<file path="config.mk">
export PLATFORM = sky130hd
export DESIGN_NAME = tower_decoding_flat
export DESIGN_NICKNAME = d
export VERILOG_FILES = /design/src/rtl/tower_decoding_if.sv /design/src/rtl/tower_decoding.sv /design/src/flat_wrapper.sv
export SDC_FILE = /design/constraint.sdc
export NUM_CORES = 1
export LEC_CHECK = 0
export ABC_CLOCK_PERIOD_IN_PS = 2200
export CORE_AREA = 2 2 97 99
export CTS_CLUSTER_SIZE = 10
export DETAILED_ROUTE_END_ITERATION = 10
export DIE_AREA = 0 0 99 101
export DONT_BUFFER_PORTS = 1
export GPL_ROUTABILITY_DRIVEN = 1
export SLEW_MARGIN = 20
export SYNTH_ARGS = -nofsm -noshare
export SYNTH_HDL_FRONTEND = slang
export SYNTH_SLANG_ARGS = --single-unit
export TNS_END_PERCENT = 50
</file>
<file path="constraint.sdc">
create_clock -name Clk -period 2.2 [get_ports Clk]
set_clock_uncertainty 0.15 [all_clocks]
set_input_delay 0.33 -clock Clk [delete_from_list [all_inputs] [get_ports Clk]]
set_output_delay 0.33 -clock Clk [all_outputs]
set_load 0.05 [all_outputs]
</file>
<file path="src/rtl/tower_decoding_if.sv">
// rtl/tower_decoding_if.sv - stream and status bundle for the tower decoder
//
// Purpose: groups the encoded-word input stream, the decoded-counter output
// stream and the sticky error flag of tower_decoding.
// Signals:
//   In_Data[31:0]     encoded word (bitmap or slice word)
//   In_Valid          In_Data is valid
//   In_Ready          decoder accepts In_Data this cycle
//   Out_Counter[31:0] reconstructed counter value
//   Out_Index[4:0]    index of Out_Counter
//   Out_Valid         Out_Counter/Out_Index are valid
//   Out_Ready         downstream accepts the output word
//   Out_Last          high with the counter at index NUM_COUNTER-1
//   Error             sticky format-error flag
// Modports: master = stream source/sink side, slave = decoder side.

interface tower_decoding_if;
  logic [31:0] In_Data;
  logic        In_Valid;
  logic        In_Ready;
  logic [31:0] Out_Counter;
  logic [4:0]  Out_Index;
  logic        Out_Valid;
  logic        Out_Ready;
  logic        Out_Last;
  logic        Error;

  modport master (
    output In_Data, In_Valid, Out_Ready,
    input  In_Ready, Out_Counter, Out_Index, Out_Valid, Out_Last, Error
  );

  modport slave (
    input  In_Data, In_Valid, Out_Ready,
    output In_Ready, Out_Counter, Out_Index, Out_Valid, Out_Last, Error
  );
endinterface

</file>
<file path="src/rtl/tower_decoding.sv">
// rtl/tower_decoding.sv - streaming decoder for the tower-encoded counter format
//
// Purpose: rebuilds a frame of NUM_COUNTER 32-bit counters from a word stream
// made of one presence bitmap followed by per-counter slice words (lowest
// slice first, bit 31 = continue). Counters leave in ascending index order.
// Ports:
//   Clk    clock, rising edge
//   Reset  synchronous active-high reset
//   bus    tower_decoding_if.slave (input stream, output stream, Error)
// Parameters:
//   NUM_COUNTER  counters per frame (1..32)
//   NUM_SLICE    maximum slices per counter (2 or 4), slice width 32/NUM_SLICE
//   THRESHOLD    smallest legal value of a counter present in the stream

module tower_decoding #(
  parameter int NUM_COUNTER = 10,
  parameter int NUM_SLICE   = 2,
  parameter int THRESHOLD   = 20
) (
  input logic             Clk,
  input logic             Reset,
  tower_decoding_if.slave bus
);

  localparam int          SLICE_W     = 32 / NUM_SLICE;
  localparam logic [1:0]  K_LAST      = 2'(NUM_SLICE - 1);
  localparam logic [4:0]  IDX_LAST    = 5'(NUM_COUNTER - 1);
  // Bits at or above NUM_COUNTER never get looked at; masking keeps the
  // register contents meaningful. For 32 counters the shift wraps to 0 and
  // the subtraction yields all ones.
  localparam logic [31:0] BITMAP_MASK = (32'd1 << NUM_COUNTER) - 32'd1;

  typedef enum logic [1:0] {
    S_HDR,
    S_SCAN,
    S_SLICE,
    S_EMIT
  } state_t;

  state_t      r_state;
  state_t      w_state_nxt;

  logic [31:0] r_bitmap;
  logic [4:0]  r_idx;
  logic [1:0]  r_k;
  logic [31:0] r_acc;
  logic        r_in_ready;
  logic [31:0] r_out_counter;
  logic [4:0]  r_out_index;
  logic        r_out_valid;
  logic        r_out_last;
  logic        r_error;

  logic [31:0] w_bitmap_nxt;
  logic [4:0]  w_idx_nxt;
  logic [1:0]  w_k_nxt;
  logic [31:0] w_acc_nxt;
  logic        w_in_ready_nxt;
  logic [31:0] w_out_counter_nxt;
  logic [4:0]  w_out_index_nxt;
  logic        w_out_valid_nxt;
  logic        w_out_last_nxt;
  logic        w_error_nxt;

  logic        w_in_fire;
  logic        w_out_fire;
  logic        w_cont;
  logic [31:0] w_payload;
  logic [4:0]  w_shift;
  logic [31:0] w_acc_merged;
  logic        w_is_last;
  logic        w_unused_bits;

  assign w_in_fire    = bus.In_Valid && r_in_ready;
  assign w_out_fire   = r_out_valid && bus.Out_Ready;
  assign w_cont       = bus.In_Data[31];
  assign w_payload    = 32'(bus.In_Data[SLICE_W-1:0]);
  assign w_shift      = 5'(r_k * SLICE_W);
  // Accumulator with the incoming slice placed at its layer position.
  assign w_acc_merged = r_acc | (w_payload << w_shift);
  assign w_is_last    = (r_idx == IDX_LAST);
  // Bits between the payload and the continue flag carry no information.
  assign w_unused_bits = ^bus.In_Data[30:SLICE_W];

  assign bus.In_Ready    = r_in_ready;
  assign bus.Out_Counter = r_out_counter;
  assign bus.Out_Index   = r_out_index;
  assign bus.Out_Valid   = r_out_valid;
  assign bus.Out_Last    = r_out_last;
  assign bus.Error       = r_error;

  always_ff @(posedge Clk) begin
    if (Reset) begin
      r_state <= S_HDR;
    end else begin
      r_state <= w_state_nxt;
    end
  end

  always_comb begin
    w_state_nxt       = r_state;
    w_bitmap_nxt      = r_bitmap;
    w_idx_nxt         = r_idx;
    w_k_nxt           = r_k;
    w_acc_nxt         = r_acc;
    w_out_counter_nxt = r_out_counter;
    w_out_index_nxt   = r_out_index;
    w_out_valid_nxt   = r_out_valid;
    w_out_last_nxt    = r_out_last;
    w_error_nxt       = r_error;

    case (r_state)
      S_HDR: begin
        if (w_in_fire) begin
          w_bitmap_nxt = bus.In_Data & BITMAP_MASK;
          w_idx_nxt    = 5'd0;
          w_state_nxt  = S_SCAN;
        end
      end

      S_SCAN: begin
        if (!r_bitmap[r_idx]) begin
          // Absent counter: emit a zero straight away.
          w_out_counter_nxt = 32'd0;
          w_out_index_nxt   = r_idx;
          w_out_valid_nxt   = 1'b1;
          w_out_last_nxt    = w_is_last;
          w_state_nxt       = S_EMIT;
        end else begin
          w_acc_nxt   = 32'd0;
          w_k_nxt     = 2'd0;
          w_state_nxt = S_SLICE;
        end
      end

      S_SLICE: begin
        if (w_in_fire) begin
          if (w_cont && (r_k != K_LAST)) begin
            w_acc_nxt = w_acc_merged;
            w_k_nxt   = r_k + 2'd1;
          end else begin
            // A continue flag on the top slice is a format error; the
            // layers beyond it are not read, so the next word starts the
            // following counter (or the next frame).
            w_out_counter_nxt = w_acc_merged;
            w_out_index_nxt   = r_idx;
            w_out_valid_nxt   = 1'b1;
            w_out_last_nxt    = w_is_last;
            if (w_cont || (w_acc_merged < 32'(THRESHOLD))) begin
              w_error_nxt = 1'b1;
            end
            w_state_nxt = S_EMIT;
          end
        end
      end

      S_EMIT: begin
        if (w_out_fire) begin
          w_out_valid_nxt = 1'b0;
          w_out_last_nxt  = 1'b0;
          if (w_is_last) begin
            w_state_nxt = S_HDR;
          end else begin
            w_idx_nxt   = r_idx + 5'd1;
            w_state_nxt = S_SCAN;
          end
        end
      end

      default: begin
        w_state_nxt = S_HDR;
      end
    endcase

    // Ready is registered so that it reads 0 during reset and always
    // matches the state the decoder is about to be in.
    w_in_ready_nxt = (w_state_nxt == S_HDR) || (w_state_nxt == S_SLICE);
  end

  always_ff @(posedge Clk) begin
    if (Reset) begin
      r_bitmap      <= 32'd0;
      r_idx         <= 5'd0;
      r_k           <= 2'd0;
      r_acc         <= 32'd0;
      r_in_ready    <= 1'b0;
      r_out_counter <= 32'd0;
      r_out_index   <= 5'd0;
      r_out_valid   <= 1'b0;
      r_out_last    <= 1'b0;
      r_error       <= 1'b0;
    end else begin
      r_bitmap      <= w_bitmap_nxt;
      r_idx         <= w_idx_nxt;
      r_k           <= w_k_nxt;
      r_acc         <= w_acc_nxt;
      r_in_ready    <= w_in_ready_nxt;
      r_out_counter <= w_out_counter_nxt;
      r_out_index   <= w_out_index_nxt;
      r_out_valid   <= w_out_valid_nxt;
      r_out_last    <= w_out_last_nxt;
      r_error       <= w_error_nxt;
    end
  end

endmodule

</file>
<file path="src/flat_wrapper.sv">
// flat-port wrapper written by rule: the top's interface ports become plain ports
module tower_decoding_flat 
#(
  parameter int NUM_COUNTER = 10,
  parameter int NUM_SLICE   = 2,
  parameter int THRESHOLD   = 20
)
  (Clk, Reset, bus_In_Data, bus_In_Valid, bus_Out_Ready, bus_In_Ready, bus_Out_Counter, bus_Out_Index, bus_Out_Valid, bus_Out_Last, bus_Error);
  tower_decoding_if bus_i ();
  input logic Clk;
  input logic Reset;
  input wire logic [$bits(bus_i.In_Data)-1:0] bus_In_Data;
  input wire logic [$bits(bus_i.In_Valid)-1:0] bus_In_Valid;
  input wire logic [$bits(bus_i.Out_Ready)-1:0] bus_Out_Ready;
  output wire logic [$bits(bus_i.In_Ready)-1:0] bus_In_Ready;
  output wire logic [$bits(bus_i.Out_Counter)-1:0] bus_Out_Counter;
  output wire logic [$bits(bus_i.Out_Index)-1:0] bus_Out_Index;
  output wire logic [$bits(bus_i.Out_Valid)-1:0] bus_Out_Valid;
  output wire logic [$bits(bus_i.Out_Last)-1:0] bus_Out_Last;
  output wire logic [$bits(bus_i.Error)-1:0] bus_Error;
  assign bus_i.In_Data = bus_In_Data;
  assign bus_i.In_Valid = bus_In_Valid;
  assign bus_i.Out_Ready = bus_Out_Ready;
  assign bus_In_Ready = bus_i.In_Ready;
  assign bus_Out_Counter = bus_i.Out_Counter;
  assign bus_Out_Index = bus_i.Out_Index;
  assign bus_Out_Valid = bus_i.Out_Valid;
  assign bus_Out_Last = bus_i.Out_Last;
  assign bus_Error = bus_i.Error;
  tower_decoding #(.NUM_COUNTER(NUM_COUNTER), .NUM_SLICE(NUM_SLICE), .THRESHOLD(THRESHOLD)) u_core (.Clk(Clk), .Reset(Reset), .bus(bus_i));
endmodule
</file>
# Yosys cells after proc, flatten, opt, wreduce, memory -nomap -nowiden
# Cells that the tools add are included.
[classes]
add_sub_neg = 2
magnitude_cmp = 2
n_eq_ne = 14
shifts = 1
mux = 38
n_bitwise = 2
reduce_logical = 16
[op_table]
columns = ["cell", "count"]
rows = [
  ["$mux W32", 6],
  ["$pmux W32 S2", 2],
  ["$lt A32 B5 Y1 const B", 1],
  ["$or A32 B32 Y32", 1],
  ["$shl A16 B5 Y32", 1],
  ["$mux W5", 6],
  ["$pmux W5 S2", 2],
  ["$reduce_and A4 Y1", 4],
  ["$mux W2", 7],
  ["$ne A2 B1 Y1 const B", 6],
  ["$mux W1", 10],
  ["$pmux W2 S4", 1],
  ["$eq A2 B2 Y1 const B", 3],
  ["$lt A5 B6 Y1 const B", 1],
  ["$ne A2 B2 Y1 const B", 3],
  ["$pmux W1 S3", 2],
  ["$add A5 B1 Y5 const B", 1],
  ["$bmux W1 S5", 1],
  ["$eq A5 B4 Y1 const B", 1],
  ["$reduce_and A5 Y1", 1],
  ["$logic_not A2 Y1", 2],
  ["$pmux W2 S2", 1],
  ["$reduce_bool A2 Y1", 2],
  ["$logic_and A1 B1 Y1", 3],
  ["6 further kinds", 7],
]
[word_totals]
ff_bits = 92
wordCells = 86

# Logic depth before layout (Yosys ltp)
# Gate-level depths: netlist of the first run.
[depth]
word_depth = 7
ltp_mapped = 8

# Least setup slack after synthesis of the first run
# No wires, ideal clock.
[synth_path]
path_kind = "register to register"
startpoint = "register u_core.r_in_ready (netlist: u_core.bus.In_Ready)"
endpoint = "register u_core.r_error (netlist: u_core.bus.Error)"
t_arrival_ns = 1.828
t_required_ns = 1.980
slack_ns = 0.152
stages_incl_launch_ff = 6
synth_period_minus_slack_ns = 2.048
cell_sequence = "dfxtp_1 > nand4b_1 > a21oi_1 > nand3_1 > or4_1 > a21oi_1"
[synth_via]
elab_chain_len = 2
[synth_lines]
columns = ["element", "line", "text"]
rows = [
  ["from (decl)", "tower_decoding.sv:47", "logic r_in_ready;"],
  ["from (signal assigned)", "tower_decoding.sv:197", "r_in_ready <= w_in_ready_nxt;"],
  ["$logic_and A1 B1 Y1", "tower_decoding.sv:74", "assign w_in_fire = bus.In_Valid && r_in_ready;"],
  ["$reduce_and A4 Y1 (no line)", "-", ""],
  ["to (signal assigned)", "tower_decoding.sv:202", "r_error <= w_error_nxt;"],
  ["to (decl)", "tower_decoding.sv:52", "logic r_error;"],
]
# Every way passes these cells.
# A chain may end at the register's enable or synchronous reset.

# Final worst setup path of the first run
[layout_path]
startpoint = "register u_core.r_idx[2]"
endpoint = "register u_core.r_acc[21]"
[layout_via]
elab_chain_len = 4
[layout_lines]
columns = ["element", "line", "text"]
rows = [
  ["from (decl)", "tower_decoding.sv:44", "logic [4:0] r_idx;"],
  ["from (signal assigned)", "tower_decoding.sv:194", "r_idx <= w_idx_nxt;"],
  ["$bmux W1 S5", "tower_decoding.sv:122", "if (!r_bitmap[r_idx]) begin"],
  ["$mux W1 (implied by the code)", "tower_decoding.sv:122", ""],
  ["$ne A2 B1 Y1 (no line)", "-", ""],
  ["$reduce_and A4 Y1 (no line)", "-", ""],
  ["to (signal assigned)", "tower_decoding.sv:196", "r_acc <= w_acc_nxt;"],
  ["to (decl)", "tower_decoding.sv:46", "logic [31:0] r_acc;"],
]
# Every way passes these cells. The select of a mux whose other input is x is not followed.

==> results by group, run 1 <==
Yosys
  – Largest family of logic cells by synthesized area: simple AND/OR/NAND/NOR gates
  – Syn avg cell area: 9.57 um^2
  – Cell taking the most area after synthesis: dfxtp_1
  – Yosys top cell area share: 0.417
  – Synth Instances: 461
  – Synthesized net count: 500
  – Async S/R FF share, synth: 0
  – Simple-gate share of the synthesized area: 0.242
  – Post-Synth XOR/XNOR Area: 0.00794
  – #FFs+latches synth: 92
  – Complex-gate fraction of the synthesized area: 0.0967
  – Multiplexer share of the synthesized area: 0.174
  – Ys flop type: dfxtp_1
  – EDFF count, synth: 0
  – Adder-cell share of the synthesized area: 0.00851
  – Ys Warns: 0
  – Post-Syn Area: 4410 um^2
  – Dominant cells by area after synthesis: dfxtp_1 (42%), mux2i_1 (17%), nand2b_1 (11%)
  – Seq/Total Area, Yosys: 0.417
  – Yosys cell types: 48

Routing
  – Final ANT Viol Nets: 0
  – Post-Route WL: 10100 um
  – WL/cell: 17.3 um
  – Via count: 3215
  – Pre-antenna DRT Iters: 4
  – # DRC: 0
  – Drt via density: 5.52
  – DRT iter0 DRCs: 109

Setup path
  – Crit. End Element: flip-flop
  – Crit path largest cell delay: 0.53 ns
  – Critical path's slowest cell: dfxtp_1
  – CP delay by family, top: flip-flops
  – Critical path arrival: 2.15 ns
  – Cell Chain, Critical Path: nor2_1, a211oi_2, nand4_4, o21ai_4, buf_4, mux2i_1
  – Critical Path RT: 2.33 ns
  – Critical path class: reg -> reg
  – Crit path max fanout: 12
  – Startpoint Class: flip-flop
  – Worst Path Buf+Inv: 1

Clocking
  – Post-CTS Setup Bufs: 0
  – Clk sinks: 92
  – Buffer levels on the longest clock path: 2
  – Worst-path clk slew: 0.09 ns
  – Total CTS buffers: 9
  – Skew-Pair Late Insertion Delay: 0.36 ns
  – Clock Tree Root: clkbuf_8
  – H-tree levels: 3
  – CTS tree: done

Global routing
  – Global-route wire length before repair: 16400 um
  – Vias in the first global route: 3148
  – Initial antenna violation count: 0
  – GRT Total Usage: 0.208
  – Gr ovfl total: 0
  – Peak-usage layer in the global routing report: met2
  – GRT met3 Usage: 0.0576
  – GR Util met1: 0.284
  – GR Util met2: 0.326
  – Largest net degree at the start of global routing: 70

Timing
  – RSZ-0062 raised after global routing: false
  – Final Critical Period: 2.02 ns
  – Worst-margin pin slew: 0.552 ns
  – WHS: 0.0145 ns
  – Pins over their slew limit: 0
  – Fin worst setup slack: 0.185 ns
  – Final Cycle Share: 0.916
  – Final Setup Violations: 0
  – Setup TNS: 0 ns
  – Slew margin rel.: 0.631
  – FMAX: 496 MHz
  – Final Hold Vio Count: 0

Run
  – Max-cap viol count: 0

Die
  – Die Wd: 99 um
  – DIE AREA: 10000 um^2
  – Initial Utilization: 0.492
  – Row count: 35
  – Io pins: 77
  – Core area: 8980 um^2
  – Die Y: 101 um

Place
  – IO buf count: 0
  – GPL Wtd Cong: 0.741
  – Setup WS pre-CTS: 0.155 ns
  – DP HPWL: 6430 um

Power and ir drop
  – Tot Pwr: 4.01 mW
  – Power Density: 837 nW/um^2
  – Worst vdd ir: 317 uV
  – Leak: 1.87 nW

Cells and area
  – Diode count: 0
  – Fin nets: 507
  – # fillers: 846
  – Share of cells above drive strength 1: 0.0849
  – P&R area growth vs syn: 8.65%

Hold path
  – Hold/Removal Path Class: in -> reg

Outcome
  – Status: finished clean
## final timing paths
path                            from                       to  slack [ns]  depth (start not counted)
setup / recovery     u_core.r_idx[2]         u_core.r_acc[21]        0.18                          6
setup reg to reg     u_core.r_idx[2]         u_core.r_acc[21]        0.18                          6
hold / removal                 Reset  u_core.bus.Out_Index[3]        0.01                          2
hold reg to reg   u_core.r_bitmap[6]       u_core.r_bitmap[6]        0.31                          2
## routing by layer
metal  up-vias  wire (um)
li1       1584          -
met1      1551       4790
met2        74       4610
met3         6        586
met4         0         71
met5         -          0
## kinds of logic after synthesis
logic type	after synthesis
flops	92
fa+ha+maj	3
buf+inv	36
xor+xnor	4
simple gates	184
compound gates	66
mux	76
## cell usage in the layout (no fill, tap or decap), types with 2 or more instances in the layout
master,instances
a21o_1,16
a21oi_1,17
buf_12,3
buf_4,13
clkbuf_1,2
clkbuf_8,9
clkinv_2,2
dfxtp_1,92
dlygate4sd3_1,12
ha_1,3
inv_1,4
mux2i_1,75
nand2_1,41
nand2b_1,78
nand3_1,3
nand4_1,4
nor2_1,8
nor2b_1,20
nor3_1,5
nor4_1,9
o21ai_0,20
or4_1,3
xor2_1,3
## layout make-up
cell class	count	area (um^2)	area share
clock inverters	3	40.0	0.00835
multi-input cells	333	2350	0.490
repair buffers	28	278	0.0579
clock buffers	11	131	0.0274
inverters	4	15.0	0.00313
flip-flops and latches	92	1840	0.384
well taps	111	139	0.0290
## sequential cells by signal, indices dropped and copies added, names as in the netlist, 2 cells and up
name / count
u_core.bus.Out_Counter: 32
u_core.bus.Out_Index: 5
u_core.r_acc: 32
u_core.r_bitmap: 10
u_core.r_idx: 5
u_core.r_k: 2
u_core.r_state: 2
## through the flow
step / util / cells / cell area, um^2
3_5_place_dp: 0.499 / 555 / 4480
3_3_place_gp: 0.499 / 555 / 4480
6_report: 0.534 / 582 / 4790
5_1_grt: 0.534 / 582 / 4790
4_1_cts: 0.532 / 581 / 4780
2_1_floorplan: - / 461 / 4410
## report_power, final
group	internal, mW	switching [mW]	leakage [nW]
clock	0.511	0.571	0.0890
sequential	1.75	0.145	0.743
combinational	0.471	0.566	1.03
total	2.73	1.28	1.87
## synth_stat cells (4+ instances only)
master / count
buf_6: 7
mux2i_1: 75
nor2_1: 8
o21ai_0: 20
nor3_1: 5
dfxtp_1: 92
nand4_1: 4
nand2b_1: 78
nand2_1: 41
inv_1: 4
a21oi_1: 17
a21o_1: 17
nor2b_1: 20
nor4_1: 9
clkbuf_1: 19
## timing repair
action                     4_1_cts  5_1_grt
hold endpoints to repair        28        5
resized for setup                0        2
setup endpoints to repair        0        5
hold buffers                    12        1
Note: power is estimated with default switching activity, not from simulation.
==> inputs of run 2 (changes only) <==
- ABC_CLOCK_PERIOD_IN_PS: 2200 -> default
==> results of run 2 <==
No change in the layout: final DEF, timing and power equal those of run 1.
